===== config.mk =====
export PLATFORM = sky130hd
export DESIGN_NAME = serial_addsub_ctrl_flat
export DESIGN_NICKNAME = d
export VERILOG_FILES = /design/src/rtl/serial_addsub_ctrl_if.sv /design/src/rtl/serial_addsub_ctrl.sv /design/src/flat_wrapper.sv
export SDC_FILE = /design/constraint.sdc
export NUM_CORES = 1
export LEC_CHECK = 0
export ABC_AREA = 1
export ABC_CLOCK_PERIOD_IN_PS = 2600
export CAP_MARGIN = 20
export CORE_ASPECT_RATIO = 0.6
export CORE_MARGIN = 3
export CORE_UTILIZATION = 35
export DETAILED_ROUTE_END_ITERATION = 6
export GPL_TIMING_DRIVEN = 0
export PLACE_DENSITY_LB_ADDON = 0.15
export SLEW_MARGIN = 10
export SYNTH_ARGS = -nofsm -noshare
export SYNTH_HDL_FRONTEND = slang
export SYNTH_SLANG_ARGS = --single-unit

===== constraint.sdc =====
create_clock -name clk -period 2.6 [get_ports clk]
set_input_delay 0.26 -clock clk [delete_from_list [all_inputs] [get_ports clk]]
set_output_delay 0.26 -clock clk [all_outputs]
set_load 0.05 [all_outputs]

===== src/rtl/serial_addsub_ctrl_if.sv =====
// Start/done handshake and operand/result bus between the issuing logic
// and the serial add/subtract sequencer.
interface serial_addsub_ctrl_if #(
  parameter int W = 16
);
  logic         start;
  logic         op;
  logic [W-1:0] a;
  logic [W-1:0] b;
  logic         ci;
  logic         busy;
  logic         done;
  logic [W-1:0] result;
  logic         cout;
  logic         ovf;

  modport master (
    output start, op, a, b, ci,
    input  busy, done, result, cout, ovf
  );

  modport slave (
    input  start, op, a, b, ci,
    output busy, done, result, cout, ovf
  );
endinterface


===== src/rtl/serial_addsub_ctrl.sv =====
// Wide add/subtract built from one N-bit ripple slice, stepped LSB to MSB
// over W/N clocks with the inter-slice carry kept in a register.
module serial_addsub_ctrl #(
  parameter int W = 16,
  parameter int N = 4
) (
  input  logic               clk,
  input  logic               rst,
  serial_addsub_ctrl_if.slave bus
);

  localparam int NSL = W / N;
  localparam int IW  = (NSL > 1) ? $clog2(NSL) : 1;
  localparam logic [IW-1:0] LAST_IDX = IW'(NSL - 1);

  typedef enum logic [1:0] {
    IDLE = 2'd0,
    RUN  = 2'd1,
    DONE = 2'd2
  } state_t;

  state_t        state_q, state_d;
  logic [IW-1:0] idx_q, idx_d;
  logic          carry_q, carry_d;
  logic          op_q, op_d;
  logic [W-1:0]  a_q, a_d;
  logic [W-1:0]  b_q, b_d;
  logic [W-1:0]  result_q, result_d;
  logic          cout_q, cout_d;
  logic          ovf_q, ovf_d;
  logic          slice_we;

  logic [N-1:0]  a_slices [NSL];
  logic [N-1:0]  b_slices [NSL];
  logic [N-1:0]  a_sl, y_sl, s_sl;
  logic [N:0]    chain;

  // Operand slices are muxed out of the latched words by the running index.
  generate
    for (genvar gi = 0; gi < NSL; gi++) begin : g_slice
      assign a_slices[gi] = a_q[gi*N +: N];
      assign b_slices[gi] = b_q[gi*N +: N];
      assign result_d[gi*N +: N] = (slice_we && (idx_q == IW'(gi))) ?
                                   s_sl : result_q[gi*N +: N];
    end
  endgenerate

  assign a_sl = a_slices[idx_q];
  assign y_sl = op_q ? ~b_slices[idx_q] : b_slices[idx_q];

  always_comb begin
    chain    = '0;
    s_sl     = '0;
    chain[0] = carry_q;
    for (int k = 0; k < N; k++) begin
      s_sl[k]      = a_sl[k] ^ y_sl[k] ^ chain[k];
      chain[k + 1] = (a_sl[k] & y_sl[k]) | (chain[k] & (a_sl[k] ^ y_sl[k]));
    end
  end

  always_comb begin
    state_d  = state_q;
    idx_d    = idx_q;
    carry_d  = carry_q;
    op_d     = op_q;
    a_d      = a_q;
    b_d      = b_q;
    cout_d   = cout_q;
    ovf_d    = ovf_q;
    slice_we = 1'b0;
    case (state_q)
      IDLE, DONE: begin
        if (bus.start) begin
          a_d     = bus.a;
          b_d     = bus.b;
          op_d    = bus.op;
          carry_d = bus.op ? 1'b1 : bus.ci;
          idx_d   = '0;
          state_d = RUN;
        end else begin
          state_d = IDLE;
        end
      end
      RUN: begin
        slice_we = 1'b1;
        carry_d  = chain[N];
        idx_d    = idx_q + 1'b1;
        // Flags come from the MSB slice: carry into vs. out of the top bit.
        if (idx_q == LAST_IDX) begin
          cout_d  = chain[N];
          ovf_d   = chain[N] ^ chain[N-1];
          idx_d   = '0;
          state_d = DONE;
        end
      end
      default: state_d = IDLE;
    endcase
  end

  always_ff @(posedge clk) begin
    if (rst) begin
      state_q  <= IDLE;
      idx_q    <= '0;
      carry_q  <= 1'b0;
      op_q     <= 1'b0;
      a_q      <= '0;
      b_q      <= '0;
      result_q <= '0;
      cout_q   <= 1'b0;
      ovf_q    <= 1'b0;
    end else begin
      state_q  <= state_d;
      idx_q    <= idx_d;
      carry_q  <= carry_d;
      op_q     <= op_d;
      a_q      <= a_d;
      b_q      <= b_d;
      result_q <= result_d;
      cout_q   <= cout_d;
      ovf_q    <= ovf_d;
    end
  end

  assign bus.busy   = (state_q == RUN);
  assign bus.done   = (state_q == DONE);
  assign bus.result = result_q;
  assign bus.cout   = cout_q;
  assign bus.ovf    = ovf_q;

endmodule


===== src/flat_wrapper.sv =====
// flat-port wrapper written by rule: the top's interface ports become plain ports
module serial_addsub_ctrl_flat 
#(
  parameter int W = 16,
  parameter int N = 4
)
  (clk, rst, bus_start, bus_op, bus_a, bus_b, bus_ci, bus_busy, bus_done, bus_result, bus_cout, bus_ovf);
  serial_addsub_ctrl_if #(.W(W)) bus_i ();
  input  logic clk;
  input  logic rst;
  input wire logic [$bits(bus_i.start)-1:0] bus_start;
  input wire logic [$bits(bus_i.op)-1:0] bus_op;
  input wire logic [$bits(bus_i.a)-1:0] bus_a;
  input wire logic [$bits(bus_i.b)-1:0] bus_b;
  input wire logic [$bits(bus_i.ci)-1:0] bus_ci;
  output wire logic [$bits(bus_i.busy)-1:0] bus_busy;
  output wire logic [$bits(bus_i.done)-1:0] bus_done;
  output wire logic [$bits(bus_i.result)-1:0] bus_result;
  output wire logic [$bits(bus_i.cout)-1:0] bus_cout;
  output wire logic [$bits(bus_i.ovf)-1:0] bus_ovf;
  assign bus_i.start = bus_start;
  assign bus_i.op = bus_op;
  assign bus_i.a = bus_a;
  assign bus_i.b = bus_b;
  assign bus_i.ci = bus_ci;
  assign bus_busy = bus_i.busy;
  assign bus_done = bus_i.done;
  assign bus_result = bus_i.result;
  assign bus_cout = bus_i.cout;
  assign bus_ovf = bus_i.ovf;
  serial_addsub_ctrl #(.W(W), .N(N)) u_core (.clk(clk), .rst(rst), .bus(bus_i));
endmodule

Word-level counts from Yosys, hierarchy flattened --
Cells that the tools add are included. Widths: inputs -> output; s select.
Operators by class: add/sub/neg operators 1, order comparisons 1, equality and inequality tests 7, multiplexer cells 17, bitwise gates (word level) 23, reduce and logical (&&, ||, !) cells 11
Operators with widths (number):
- $mux 4 | 5
- $bmux 4 s2 | 2
- $xor 1x1->1 | 9
- $and 1x1->1 | 8
- $pmux 2 s2 | 2
- $eq 2x2->1 const B | 3
- $mux 2 | 3
- $reduce_and 2->1 | 3
- $eq 2x1->1 const B | 2
- $logic_and 1x1->1 | 4
- $logic_not 2->1 | 2
- $mux 1 | 4
- $not 4->4 | 1
- $or 1x1->1 | 4
- $ge 3x3->1 const B | 1
- $not 2->3 | 1
- $add 2x1->2 const B | 1
- $ne 2x1->1 const B | 1
- $ne 2x2->1 const B | 1
- $pmux 1 s2 | 1
- $reduce_bool 2->1 | 1
- $reduce_or 2->1 | 1
Storage, ports and cells: flip-flop bits (word level) 56, input port bits 37, output and inout bits 20, logic and storage cells 72

Longest topological paths before layout --
depth in word-level cells 16, gate-level depth with buffers 18, depth with buffers taken out 17

Worst setup path after synthesis --
No wires, ideal clock.
kind register -> register, from register u_core.idx_q[1], to register u_core.result_q[15] (netlist: u_core.bus.result[15]), library setup time 0.116 ns, data arrival time 2.670 ns, data required time 2.484 ns, slack -0.186 ns, stages on the path, launching flop included 16, buffers on the path 1, clock period less this slack 2.786 ns, cells stage by stage dfxtp_1 -> buf_2 -> clkinv_1 -> nand3_1 -> nand2_1 -> nand2_1 -> nand2_1 -> fa_1 -> inv_1 -> fa_1 -> inv_1 -> fa_1 -> inv_1 -> fa_1 -> nor2_1 -> nor2_1
On the way: longest elaborated chain between the ends 14, elaborated cells between the ends (all ways) 25, those cells by class eq/ne: 1; mux: 7; bitwise: 16; reduce/logical: 1
RTL lines:
- start, declared | RTL line serial_addsub_ctrl.sv:23 | logic [IW-1:0] idx_q, idx_d;
- start signal, assigned | RTL line serial_addsub_ctrl.sv:113 | idx_q <= idx_d;
- $not 2->3 (implied by the code) * | RTL line serial_addsub_ctrl.sv:48, serial_addsub_ctrl.sv:49
- $bmux 4 s2 | RTL line serial_addsub_ctrl.sv:49 | assign y_sl = op_q ? ~b_slices[idx_q] : b_slices[idx_q];
- $mux 4 (implied by the code) (2 in a row) | RTL line serial_addsub_ctrl.sv:49
- $not 4->4 | RTL line serial_addsub_ctrl.sv:49
- $mux 4 | RTL line serial_addsub_ctrl.sv:49
- $xor 1x1->1 | RTL line serial_addsub_ctrl.sv:57 | chain[k + 1] = (a_sl[k] & y_sl[k]) | (chain[k] & (a_sl[k] ^ y_sl[k]));
- $and 1x1->1 | RTL line serial_addsub_ctrl.sv:57
- $or 1x1->1 | RTL line serial_addsub_ctrl.sv:57
- $and 1x1->1 | RTL line serial_addsub_ctrl.sv:57
- $or 1x1->1 | RTL line serial_addsub_ctrl.sv:57
- $and 1x1->1 | RTL line serial_addsub_ctrl.sv:57
- $or 1x1->1 | RTL line serial_addsub_ctrl.sv:57
- $xor 1x1->1 * | RTL line serial_addsub_ctrl.sv:56 | s_sl[k] = a_sl[k] ^ y_sl[k] ^ chain[k];
- net u_core.s_sl[3] | RTL line serial_addsub_ctrl.sv:35 | logic [N-1:0] a_sl, y_sl, s_sl;
- end signal, assigned | RTL line serial_addsub_ctrl.sv:118 | result_q <= result_d;
- end, declared | RTL line serial_addsub_ctrl.sv:28 | logic [W-1:0] result_q, result_d;
The timed path passes the listed nets; every way through them passes the cells marked *. The select of a mux whose other input is x is not followed. A chain may end at the register's enable or synchronous reset.

Final worst setup path --
from register u_core.idx_q[0], to register u_core.result_q[3] (netlist: u_core.bus.result[3])
Same word-level chain as after synthesis.

==> flow_summary.toml <==
[status]
status = "finished with violations"
violations = "negative setup slack"

[setup_path]
crit_path_max_fanout = 6
crit_slowest_cell = "fa_2"
critPathMaxStageDelay_ns = 0.48
path_common_cell = "fa_2"
worst_setup_path_start_kind = "flip-flop"
crit_type = "flip-flop to flip-flop"
crit_chain = "buf_6 -> nand2_4 -> nand3_4 -> nand2_2 -> nand2_2 -> nand2_2 -> fa_2 -> inv_2 -> fa_2 -> inv_2 -> fa_2 -> inv_2 -> fa_2 -> nor2_2 -> nor2_1"
crit_arrival_ns = 2.83
critPathRequiredTime_ns = 2.79
end_kind = "flip-flop"

[final_layout]
layout-drive-gt1-share = 0.1524
antenna_cells = 0
final_area_um2 = 3516
stdcell_count = 504
syn_to_final_growth_pct = 43.00
fin_util = 0.5458
fin_nets = 465

[floorplan]
dieArea_um2 = 8099
die_h_um = 70.92
rows = 22
io_pins = 57
start_util = 0.3817
fp.dieW_um = 114.2
core_um2 = 6441

[sta]
skew_ns = 0.006371
holdWs_ns = 0.4838
slew_headroom = 0.6613
final.setup.tns_ns = -0.08558
final-hold-violation-count = 0
fmax_mhz = 379.2
min_period_over_period = 1.014
setup_viol = 4
fin_crit_ns = 2.637
tightestPinTransition_ns = 0.5065
rsz0062_at_grt = "yes"
worst_slack_ns = -0.03727
final_max_slew_viol_count = 0

[global_routing]
grt_max_degree = 17
grt_pass1_wl_um = 10920
track_usage = 0.1690
antenna_found_initial = 0
grt_pass1_vias = 2251
grt_overflow = 0

[routing]
dr.pass1.iters = 4
routed_wl_um = 6954
vias = 2433
drtIter0Drc = 146
viasPerCell = 4.827
ant_nets = 0
wl_per_cell_um = 13.80
drc_errors = 0

[power_and_ir_drop]
comb_power_share = 0.236
p_int_mw = 1.512
p_sw_frac = 0.2975
power_leakage_nw = 1.485
p_total_mw = 2.152
clkPwrFrac = 0.319
ir_drop_mv = 0.2715
seq_power_share = 0.445
netSwitchingPower_mw = 0.6401
power.density_nw_per_um2 = 612.0

[synthesis]
synth_warnings = 0
ys_types = 21
netlist.area_leader.share = 0.4560
netlist_area_um2 = 2459
synth-seq-area-share = 0.4560
ys_ff_latch = 56
synth_nets = 391
synth_area_per_cell_um2 = 7.106
synthTopCellsByArea = "dfxtp_1 (46%), nor2_1 (17%), o21ai_0 (10%)"
synthesis.instances = 346
synth_top_area_cell = "dfxtp_1"

[placement]
dpl.hpwl_um = 5066
dpl.cell_count = 486
placed_area_um2 = 3157
post-place-ws_ns = -0.2906
portBuffers = 56
gp_congestion = 0.7680

[clock_network]
holdBufCountCts = 0
clk_path_buf_depth = 2
cts_tree = "done"
clkTransAtPathRegs_ns = 0.07
h-tree-depth = 2
numCtsBuffers = 5
clkSinkCount = 56
cts_root_buffer = "clkbuf_16"
clk_latency_ns = 0.29

[job]
cap_violations = 0

[hold_path]
hold_class = "flip-flop to flip-flop"
[final timing paths]
kind | startpoint | endpoint | slack (ns) | cells past startpoint
worst min register to register | u_core.b_q[5]$_SDFFE_PP0P_ | u_core.b_q[5]$_SDFFE_PP0P_ | 0.48 | 2
worst min-delay path | u_core.b_q[5]$_SDFFE_PP0P_ | u_core.b_q[5]$_SDFFE_PP0P_ | 0.48 | 2
worst max-delay path | u_core.idx_q[0]$_SDFFE_PP0P_ | u_core.bus.result[3]$_SDFFE_PP0P_ | -0.04 | 15
worst max register to register | u_core.idx_q[0]$_SDFFE_PP0P_ | u_core.bus.result[3]$_SDFFE_PP0P_ | -0.04 | 15
[kinds of logic after synthesis]
| family | after synthesis | synth area share |
|---|---|---|
| xor+xnor | 1 | 0.003563 |
| simple gates | 186 | 0.3008 |
| fa+ha+maj | 8 | 0.05293 |
| buf+inv | 35 | 0.06361 |
| compound gates | 60 | 0.1232 |
| flops | 56 | 0.4560 |
[sequential cells by signal, summed over array words and instances (netlist names)]
signal             count
u_core.idx_q           2
u_core.carry_q         1
u_core.bus.ovf         1
u_core.state_q         2
u_core.b_q            16
u_core.bus.result     16
u_core.bus.cout        1
u_core.op_q            1
u_core.a_q            16
[Yosys cell counts]
cell and count:
nor2_2 2, nor2_1 110, clkinv_1 1, clkbuf_1 5, buf_2 8, buf_4 2, nor2_4 1, nand2_2 1
xnor2_1 1, inv_2 2, ha_1 4, buf_6 1, inv_1 16, nand3_1 21, o21ai_1 5, nand2_1 51
a21oi_1 4, dfxtp_1 56, fa_1 4, o22ai_1 2, o21ai_0 49
[per-layer routing]
metal / vias up / GRT usage / share of wire / wire length [µm]
met5: - / 0 / 0 / 0
met4: 0 / 0.03294 / 0.0052 / 36
met3: 5 / 0.03590 / 0.084 / 587
met2: 75 / 0.2406 / 0.40 / 2811
met1: 1106 / 0.2614 / 0.51 / 3519
li1: 1247 / - / - / -
[power groups by stage]
stage	sequential (mW)	clock (mW)	combinational, mW
2_1_floorplan	0.999	0	0.253
3_3_place_gp	0.969	0	0.447
3_5_place_dp	0.971	0	0.450
4_1_cts	0.951	0.691	0.483
5_1_grt	0.965	0.727	0.560
6_report	0.958	0.686	0.508
[placed cells by master, fill, tap and decap left out]
| master | count |
|---|---|
| clkbuf_8 | 1 |
| buf_6 | 3 |
| o21ai_1 | 7 |
| dfxtp_4 | 2 |
| nand2_1 | 42 |
| o22ai_2 | 1 |
| clkdlybuf4s50_1 | 56 |
| nand2_2 | 7 |
| inv_1 | 13 |
| buf_4 | 14 |
| clkbuf_16 | 5 |
| nand3_1 | 15 |
| xnor2_1 | 1 |
| o21ai_0 | 47 |
| clkbuf_1 | 5 |
| ha_1 | 4 |
| nand2_4 | 3 |
| nand3_2 | 3 |
| o22ai_1 | 1 |
| nor2_4 | 1 |
| nor2_1 | 107 |
| inv_8 | 2 |
| nand3_4 | 3 |
| a21oi_1 | 4 |
| nor2_2 | 5 |
| buf_8 | 1 |
| dfxtp_1 | 54 |
| fa_2 | 4 |
| clkinv_4 | 1 |
| buf_2 | 4 |
| inv_2 | 4 |
[layout make-up]
class                      count  area (µm²)
inverter                      19       86.33
clock buffer                   6       138.9
buffer                        14       91.34
fill                         638        2925
tap                           84       105.1
sequential                    56        1129
timing repair buffer          69       661.9
multi-input combinational    255        1295
clock inverter                 1       8.758
[repair_timing]
action	4_1_cts	5_1_grt
endpoints found under the setup margin	7	6
resized for setup	12	30
setup buffers	10	3
pin swaps	4	13
[critical path: cells and delay by family, from the launching register on]
kind,cells,cell delay (ns)
buffers and inverters,4,0.32
adders and majority gates,4,1.33
and+or+nand+nor,7,0.46
DFF,1,0.42
No activity file was read; power rests on OpenSTA's default activity.
